## config.mk

```make
export PLATFORM = sky130hd
export DESIGN_NAME = if_id_queue_flat
export DESIGN_NICKNAME = d
export VERILOG_FILES = /design/src/rtl/if_id_queue_if.sv /design/src/rtl/if_id_queue.sv /design/src/flat_wrapper.sv
export SDC_FILE = /design/constraint.sdc
export NUM_CORES = 1
export LEC_CHECK = 0
export CORE_UTILIZATION = 61
export CTS_CLUSTER_DIAMETER = 120
export DETAILED_ROUTE_END_ITERATION = 16
export DONT_BUFFER_PORTS = 1
export GPL_ROUTABILITY_DRIVEN = 0
export GPL_TIMING_DRIVEN = 1
export PLACE_DENSITY = 0.85
export SYNTH_ARGS = -nofsm -noshare
export SYNTH_HDL_FRONTEND = slang
export SYNTH_SLANG_ARGS = --single-unit
```

## constraint.sdc

```tcl
create_clock -name clk -period 4.1 [get_ports clk]
set_input_delay 0.615 -clock clk [delete_from_list [all_inputs] [get_ports clk]]
set_output_delay 0.615 -clock clk [all_outputs]
set_load 0.005 [all_outputs]
```

## src/rtl/if_id_queue_if.sv

```systemverilog
// Fetch-to-decode queue handshake bundle: push side from fetch, pop side to decode.
// Ports: push_valid/ready/pc/instr/exc, pop_valid/ready/pc/instr/exc.
interface if_id_queue_if;
  logic        push_valid;
  logic        push_ready;
  logic [31:0] push_pc;
  logic [31:0] push_instr;
  logic [3:0]  push_exc;
  logic        pop_valid;
  logic        pop_ready;
  logic [31:0] pop_pc;
  logic [31:0] pop_instr;
  logic [3:0]  pop_exc;

  modport master (
    output push_valid, push_pc, push_instr, push_exc, pop_ready,
    input  push_ready, pop_valid, pop_pc, pop_instr, pop_exc
  );

  modport slave (
    input  push_valid, push_pc, push_instr, push_exc, pop_ready,
    output push_ready, pop_valid, pop_pc, pop_instr, pop_exc
  );
endinterface

```

## src/rtl/if_id_queue.sv

```systemverilog
// IF->ID instruction queue: DEPTH entries of {pc, instr, exc}, flush clears,
// holds off fetch after a faulting entry until flush.
// Ports: clk, rst (sync, active-high), flush, count, bus (slave modport).
// Optional IF_ID_QUEUE_BYPASS_EN: empty-queue push is visible to decode same cycle.
module if_id_queue #(
  parameter int DEPTH = 4
) (
  input  logic                   clk,
  input  logic                   rst,
  input  logic                   flush,
  output logic [$clog2(DEPTH):0] count,
  if_id_queue_if.slave           bus
);

  localparam int AW = $clog2(DEPTH);
  localparam int CW = AW + 1;
  localparam logic [CW-1:0] FULL = CW'(DEPTH);

  typedef enum logic {
    RUN,
    HOLD
  } state_t;

  state_t state;
  state_t state_nx;

  logic [31:0] pc_mem    [DEPTH];
  logic [31:0] instr_mem [DEPTH];
  logic [3:0]  exc_mem   [DEPTH];

  logic [AW-1:0] wptr;
  logic [AW-1:0] rptr;

  logic        push_fire;
  logic        pop_fire;
  logic        byp;
  logic        wr_en;
  logic        rd_en;
  logic        push_fault;
  logic [31:0] push_instr_m;

  assign push_fault   = bus.push_exc != 4'd0;
  assign push_instr_m = push_fault ? 32'd0 : bus.push_instr;

  assign bus.push_ready = (count != FULL) & (state == RUN) & ~flush;

`ifdef IF_ID_QUEUE_BYPASS_EN
  assign byp = (count == '0) & (state == RUN) & ~flush & bus.push_valid;
`else
  assign byp = 1'b0;
`endif

  assign bus.pop_valid = (count != '0) | byp;

  always_comb begin
    bus.pop_pc    = pc_mem[rptr];
    bus.pop_instr = instr_mem[rptr];
    bus.pop_exc   = exc_mem[rptr];
    if (byp) begin
      bus.pop_pc    = bus.push_pc;
      bus.pop_instr = push_instr_m;
      bus.pop_exc   = bus.push_exc;
    end
  end

  assign push_fire = bus.push_valid & bus.push_ready;
  assign pop_fire  = bus.pop_valid & bus.pop_ready;

  // A bypassed entry consumed in the same cycle never touches storage.
  assign wr_en = push_fire & ~(byp & bus.pop_ready);
  assign rd_en = pop_fire & ~byp;

  always_comb begin
    state_nx = state;
    unique case (state)
      RUN:  if (push_fire & push_fault) state_nx = HOLD;
      HOLD: state_nx = HOLD;
      default: state_nx = RUN;
    endcase
    if (flush) state_nx = RUN;
  end

  always_ff @(posedge clk) begin
    if (rst) begin
      state <= RUN;
      wptr  <= '0;
      rptr  <= '0;
      count <= '0;
    end else if (flush) begin
      state <= RUN;
      wptr  <= '0;
      rptr  <= '0;
      count <= '0;
    end else begin
      state <= state_nx;
      if (wr_en) wptr <= wptr + AW'(1);
      if (rd_en) rptr <= rptr + AW'(1);
      unique case ({wr_en, rd_en})
        2'b10:   count <= count + CW'(1);
        2'b01:   count <= count - CW'(1);
        default: count <= count;
      endcase
    end
  end

  always_ff @(posedge clk) begin
    if (rst) begin
      for (int i = 0; i < DEPTH; i++) begin
        pc_mem[i]    <= '0;
        instr_mem[i] <= '0;
        exc_mem[i]   <= '0;
      end
    end else if (wr_en) begin
      pc_mem[wptr]    <= bus.push_pc;
      instr_mem[wptr] <= push_instr_m;
      exc_mem[wptr]   <= bus.push_exc;
    end
  end

endmodule

```

## src/flat_wrapper.sv

```systemverilog
// flat-port wrapper written by rule: the top's interface ports become plain ports
module if_id_queue_flat 
#(
  parameter int DEPTH = 4
)
  (clk, rst, flush, count, bus_push_valid, bus_push_pc, bus_push_instr, bus_push_exc, bus_pop_ready, bus_push_ready, bus_pop_valid, bus_pop_pc, bus_pop_instr, bus_pop_exc);
  if_id_queue_if bus_i ();
  input  logic clk;
  input  logic rst;
  input  logic flush;
  output logic [$clog2(DEPTH):0] count;
  input wire logic [$bits(bus_i.push_valid)-1:0] bus_push_valid;
  input wire logic [$bits(bus_i.push_pc)-1:0] bus_push_pc;
  input wire logic [$bits(bus_i.push_instr)-1:0] bus_push_instr;
  input wire logic [$bits(bus_i.push_exc)-1:0] bus_push_exc;
  input wire logic [$bits(bus_i.pop_ready)-1:0] bus_pop_ready;
  output wire logic [$bits(bus_i.push_ready)-1:0] bus_push_ready;
  output wire logic [$bits(bus_i.pop_valid)-1:0] bus_pop_valid;
  output wire logic [$bits(bus_i.pop_pc)-1:0] bus_pop_pc;
  output wire logic [$bits(bus_i.pop_instr)-1:0] bus_pop_instr;
  output wire logic [$bits(bus_i.pop_exc)-1:0] bus_pop_exc;
  assign bus_i.push_valid = bus_push_valid;
  assign bus_i.push_pc = bus_push_pc;
  assign bus_i.push_instr = bus_push_instr;
  assign bus_i.push_exc = bus_push_exc;
  assign bus_i.pop_ready = bus_pop_ready;
  assign bus_push_ready = bus_i.push_ready;
  assign bus_pop_valid = bus_i.pop_valid;
  assign bus_pop_pc = bus_i.pop_pc;
  assign bus_pop_instr = bus_i.pop_instr;
  assign bus_pop_exc = bus_i.pop_exc;
  if_id_queue #(.DEPTH(DEPTH)) u_core (.clk(clk), .rst(rst), .flush(flush), .count(count), .bus(bus_i));
endmodule
```

==> impl_metrics.json, run 1 <==
{
  "cts_buffers": 27,
  "syn_nets": 869,
  "status": "finished clean",
  "yosysWarningCount": 0,
  "worst_pin_slew_ns": 1.06,
  "path_max_fanout": 37,
  "utilization_pct": 68.5,
  "grt_util_met1_pct": 33.7,
  "rows": 50,
  "ant_nets": 0,
  "drc": 0,
  "syn_area_um2": 12000,
  "final_area_um2": 13000,
  "hp-class": "in2reg",
  "portBuffers": 0,
  "place_inst": 1013,
  "die_h_um": 142,
  "vias": 6451,
  "finalCritPeriodShare_pct": 74.5,
  "reg2reg_setup_slack_ns": 1.53,
  "layout_setup_ws_ns": 1.04,
  "first_pass_iters": 5,
  "synth_ff_type": "edfxtp_1",
  "slew_headroom_pct": 29.1,
  "avgRoutedWirePerCell_um": 23.1,
  "die_area_um2": 20200,
  "synth_top_family_by_area": "simple AND/OR/NAND/NOR gates",
  "diodes": 0,
  "cts_resized": 0,
  "cts_sinks": 282,
  "viasPerCell": 6.07,
  "area_growth_pct": 8.60,
  "reg2reg_to": "u_core.count[2]$_SDFFE_PP0P_",
  "rr_worst_depth": 8,
  "drt_wl_total_um": 24500,
  "cts_tree": "done",
  "arrival_ns": 2.44,
  "start_util_pct": 63.0,
  "hold_path_depth": 2,
  "grt_util_met3_pct": 4.78,
  "skew_ns": 0.0139,
  "grt_overflow": 0,
  "fmax_ghz": 0.327,
  "die_x_um": 142,
  "clk_latency_ns": 0.52,
  "syn_avg_cell_area_um2": 15.1,
  "whs_ns": 0.294,
  "drv_cap": 0,
  "required_ns": 3.48,
  "tns_ns": 0,
  "r2r-start": "u_core.count[2]$_SDFFE_PP0P_",
  "ys_types": 33,
  "grt_max_degree": 76,
  "drt-initial-drc-count": 510,
  "start_kind": "flop",
  "gr-usage-all-layers_pct": 25.1,
  "layout-drive-gt1-share_pct": 16.6,
  "h-tree-depth": 1,
  "io_pins": 146,
  "synth_mux_area_share_pct": 12.9,
  "post_dp_cell_area_um2": 12100,
  "hpwl_um": 14100,
  "top_usage_layer": "met2",
  "clock-root-buffer": "clkbuf_16",
  "peakVddDrop_mv": 0.370,
  "synth_compound_area_share_pct": 0.534,
  "holdPathEnd": "u_core.wptr[0]$_SDFFE_PP0P_",
  "postCtsSetupBuffers": 0,
  "core_um2": 19000,
  "synth_simple_gate_area_share_pct": 13.7,
  "synth-seq-cells": 282,
  "grt_pass1_wl_um": 37500,
  "cp-end-kind": "primary output",
  "clkSlewWorstSetupHoldPaths_ns": 0.06,
  "grt_antenna_before_repair": 0,
  "fin_crit_ns": 3.06,
  "grt_use_met2_pct": 42.3,
  "rsz0062_at_grt": "no",
  "hold_violations": 0,
  "synthCells": 794,
  "pre_cts_slack_ns": 1.51,
  "power_density_nw_per_um2": 456,
  "setup_viol": 0,
  "p_leak_nw": 4.36,
  "synth_xor_area_share_pct": 0.293,
  "grt_pass1_vias": 6744,
  "synth-async-reset-ratio_pct": 0,
  "fin_cells": 1062,
  "synthAdderAreaFrac_pct": 0.272,
  "clock_path_buffers": 3,
  "fin_nets": 857,
  "hold_path_startpoint": "flush",
  "finalPower_mw": 5.92,
  "ys_seq_area_share_pct": 70.0,
  "ctsHoldBuffers": 0,
  "drv_slew": 0,
  "path_class": "reg2out",
  "synth_edf_count": 272
}
==> area by class of cell <==
cell class	count	area (µm²)
tap	260	325
clock inverter	15	97.6
multi-input combinational	457	3350
fill	1259	5980
inverter	3	11.3
clock buffer	34	732
sequential	282	8380
timing repair buffer	11	82.6
==> power by group <==
part | switching, mW | internal, mW
clock | 1.00 | 1.32
combinational | 0.179 | 0.0938
sequential | 0.0423 | 3.28
==> synthesized netlist by cell type (2+ instances only) <==
| library cell | instances | area share, % |
|---|---|---|
| nand2b_1 | 71 | 3.7 |
| nand4_1 | 3 | 0.16 |
| nor2b_1 | 2 | 0.10 |
| inv_1 | 3 | 0.094 |
| nand2_1 | 4 | 0.13 |
| clkbuf_1 | 17 | 0.53 |
| nand3_2 | 2 | 0.17 |
| buf_4 | 7 | 0.44 |
| xor2_1 | 3 | 0.22 |
| nand3_1 | 2 | 0.084 |
| nor2_1 | 280 | 8.8 |
| edfxtp_1 | 272 | 68 |
| dfxtp_1 | 10 | 1.7 |
| mux4_2 | 68 | 13 |
| buf_2 | 28 | 1.2 |
| a21oi_1 | 3 | 0.13 |
| or3_1 | 3 | 0.16 |
==> sequential cells by signal, indices dropped and copies added, names as in the netlist, named ones only <==
signal,cells
u_core.wptr,2
u_core.exc_mem,16
u_core.instr_mem,128
u_core.rptr,2
u_core.pc_mem,128
u_core.count,3
u_core.state,1
==> cells by family after synthesis <==
group | count (synthesis)
flops | 282
mux | 69
compound gates | 9
simple gates | 373
buf+inv | 55
fa+ha+maj | 2
xor+xnor | 4
==> critical path: stages, from the launching register on <==
cell and delay (ns):
dfxtp_4 0.85, buf_4 0.44, mux4_2 0.60
==> routing by layer <==
metal | wire length, µm | part of all wire [%]
met1 | 9540 | 39
met2 | 12500 | 51
met3 | 2030 | 8.3
met4 | 468 | 1.9
met5 | 0 | 0
==> how the worst max path moves through the flow <==
stage,cells after the start,slack (ns),endpoint,start
2_1_floorplan,3,0.82,u_core.exc_mem[0][0]$_SDFFCE_PN0P_,flush
3_3_place_gp,2,1.58,bus_pop_pc[31],flop
3_5_place_dp,3,1.51,u_core.instr_mem[0][23]$_SDFFCE_PN0P_,bus_push_valid
4_1_cts,2,0.96,bus_pop_exc[1],flop
5_1_grt,2,0.85,bus_pop_exc[1],flop
6_report,2,1.04,bus_pop_exc[1],flop
==> placed cells by master (no fill, tap or decap), drive strengths merged, types with 3 or more instances in the layout <==
| cell | n |
|---|---|
| nand2b | 71 |
| dfxtp | 10 |
| buf | 11 |
| or3 | 3 |
| nand4 | 3 |
| nor2 | 280 |
| inv | 3 |
| xor2 | 3 |
| edfxtp | 272 |
| clkbuf | 34 |
| mux4 | 68 |
| nand3 | 4 |
| clkinv | 13 |
| a21oi | 3 |
| nand2 | 4 |
(Power assumes the default switching activity.)
==> inputs of run 2 (changes only) <==
--- a/config.mk
+++ b/config.mk
@@ -5,13 +5,13 @@
 export SDC_FILE = /design/constraint.sdc
 export NUM_CORES = 1
 export LEC_CHECK = 0
-export CORE_UTILIZATION = 61
+export CORE_UTILIZATION = 57
 export CTS_CLUSTER_DIAMETER = 120
 export DETAILED_ROUTE_END_ITERATION = 16
 export DONT_BUFFER_PORTS = 1
 export GPL_ROUTABILITY_DRIVEN = 0
 export GPL_TIMING_DRIVEN = 1
-export PLACE_DENSITY = 0.85
+export PLACE_DENSITY = 0.83
 export SYNTH_ARGS = -nofsm -noshare
 export SYNTH_HDL_FRONTEND = slang
 export SYNTH_SLANG_ARGS = --single-unit
==> constraint.sdc (replaced) <==
create_clock -name clk -period 2.8 [get_ports clk]
set_input_delay 0.42 -clock clk [delete_from_list [all_inputs] [get_ports clk]]
set_output_delay 0.42 -clock clk [all_outputs]
set_load 0.005 [all_outputs]
==> impl_metrics.json, run 2 (synthesized netlist as in run 1, its figures left out) <==
{
  "max_stage_delay_ns": 0.58,
  "ant_nets": 0,
  "required_ns": 3.25,
  "p_leak_nw": 4.41,
  "layout_setup_ws_ns": 0.340,
  "fin_crit_ns": 2.46,
  "area_growth_pct": 9.81,
  "status": "finished clean",
  "h-tree-depth": 1,
  "grt_max_degree": 76,
  "fin_nets": 863,
  "fmax_ghz": 0.407,
  "cp_slowest_cell": "or3b_2",
  "grt_pass1_vias": 6787,
  "path_max_fanout": 8,
  "rows": 52,
  "rr_worst_depth": 8,
  "avgRoutedWirePerCell_um": 22.9,
  "start_util_pct": 58.7,
  "top_regs": "u_core.instr_mem (128), u_core.pc_mem (128), u_core.exc_mem (16)",
  "drv_cap": 0,
  "portBuffers": 0,
  "vias": 6433,
  "setup_viol": 0,
  "cts_sinks": 282,
  "die_area_um2": 21600,
  "start_kind": "flop",
  "cp_top_family": "simple AND/OR/NAND/NOR gates",
  "io_pins": 146,
  "clkSlewWorstSetupHoldPaths_ns": 0.06,
  "cts_tree": "done",
  "worst_pin_slew_ns": 0.689,
  "die_x_um": 147,
  "die_h_um": 147,
  "power_density_nw_per_um2": 667,
  "cts_buffers": 27,
  "peakVddDrop_mv": 0.417,
  "drv_slew": 0,
  "cts_resized": 0,
  "clock-root-buffer": "clkbuf_16",
  "grt_overflow": 0,
  "reg2reg_setup_slack_ns": 0.34,
  "tns_ns": 0,
  "hold_path_depth": 2,
  "hold_violations": 0,
  "rsz0062_at_grt": "no",
  "core_um2": 20400,
  "grt_antenna_before_repair": 1,
  "cp-end-kind": "flop",
  "skew_ns": 0.0278,
  "reg2reg_to": "u_core.count[2]$_SDFFE_PP0P_",
  "viasPerCell": 5.96,
  "mostFrequentLayoutCell": "nor2_1",
  "path_buf_inv": 1,
  "pre_cts_slack_ns": 0.358,
  "clk_latency_ns": 0.54,
  "slew_headroom_pct": 53.7,
  "nFillCells": 1409,
  "hpwl_um": 13700,
  "r2r-start": "u_core.count[2]$_SDFFE_PP0P_",
  "ctsHoldBuffers": 0,
  "drt-initial-drc-count": 539,
  "drc": 0,
  "layout-drive-gt1-share_pct": 16.8,
  "whs_ns": 0.0731,
  "gr-usage-all-layers_pct": 23.3,
  "arrival_ns": 2.91,
  "postCtsSetupBuffers": 0,
  "finalCritPeriodShare_pct": 87.8,
  "path_class": "reg2reg",
  "diodes": 0,
  "hp-class": "in2reg",
  "clock_path_buffers": 3,
  "hold_path_startpoint": "flush",
  "cp_cell_sequence": "or3b_2, nand2_1, ha_1, inv_1, fa_1, xor2_1, or3_1, a21oi_1",
  "layout_common_cells": "nor2_1 (280), edfxtp_1 (272), mux4_2 (68), nand2b_1 (68), clkbuf_16 (27)",
  "holdPathEnd": "u_core.wptr[0]$_SDFFE_PP0P_",
  "drt_wl_total_um": 24700,
  "first_pass_iters": 5,
  "grt_pass1_wl_um": 37800
}
run 2: cell count changes in the layout (fill, tap and decap cells not counted), sizes merged:
cell	previous run	this run
clkbuf	34	41
clkinv	13	6
buf	11	17
inv	3	4
run 2: how the worst max path moves through the flow:
| stage | start | to | cells past startpoint |
|---|---|---|---|
| after global routing | u_core.count[2]$_SDFFE_PP0P_ | u_core.count[2]$_SDFFE_PP0P_ | 8 |
| after CTS | flop | bus_pop_pc[31] | 2 |
| final | u_core.count[2]$_SDFFE_PP0P_ | u_core.count[2]$_SDFFE_PP0P_ | 8 |
| after floorplan | u_core.count[2]$_SDFFE_PP0P_ | u_core.count[2]$_SDFFE_PP0P_ | 10 |
| after global placement | u_core.count[2]$_SDFFE_PP0P_ | u_core.count[2]$_SDFFE_PP0P_ | 8 |
| after detailed placement | u_core.count[2]$_SDFFE_PP0P_ | u_core.count[2]$_SDFFE_PP0P_ | 8 |
run 2: cell type report:
type | count | area (µm²) | area share [%]
clock buffers | 41 | 768 | 5.85
clock inverters | 9 | 73.8 | 0.562
inverters | 3 | 11.3 | 0.0858
multi-input cells | 457 | 3350 | 25.6
flip-flops and latches | 282 | 8380 | 63.8
well taps | 270 | 338 | 2.57
repair buffers | 17 | 203 | 1.54
run 2: power breakdown:
| part | leakage, nW | switching [mW] | total [mW] | internal (mW) |
|---|---|---|---|---|
| Combinational | 1.10 | 0.273 | 0.425 | 0.152 |
| Clock | 0.411 | 1.49 | 3.47 | 1.98 |
| Sequential | 2.90 | 0.0507 | 4.85 | 4.80 |
| Total | 4.41 | 1.82 | 8.75 | 6.93 |
run 2: stage by stage:
stage	area (µm²)	std cells	power (mW)	util, %
2_1_floorplan	12000	794	5.24	-
3_3_place_gp	12300	1029	5.35	60.3
3_5_place_dp	12300	1029	5.37	60.3
4_1_cts	13100	1079	8.78	64.4
5_1_grt	13100	1079	8.96	64.4
6_report	13100	1079	8.75	64.4
run 2: routing by layer:
layer	vias up	track usage [%]	share of wire, %
met5	-	0	0.053
met4	2	9.06	2.7
met3	44	4.66	8.4
met2	289	38.6	51
met1	3233	30.7	38
li1	2865	-	-
==> inputs of run 3 (changes only) <==
--- a/config.mk
+++ b/config.mk
@@ -5,6 +5,7 @@
 export SDC_FILE = /design/constraint.sdc
 export NUM_CORES = 1
 export LEC_CHECK = 0
+export CAP_MARGIN = 20
 export CORE_UTILIZATION = 57
 export CTS_CLUSTER_DIAMETER = 120
 export DETAILED_ROUTE_END_ITERATION = 16
==> results of run 3 <==
The final DEF is identical to that of run 2; final timing and power are the same.
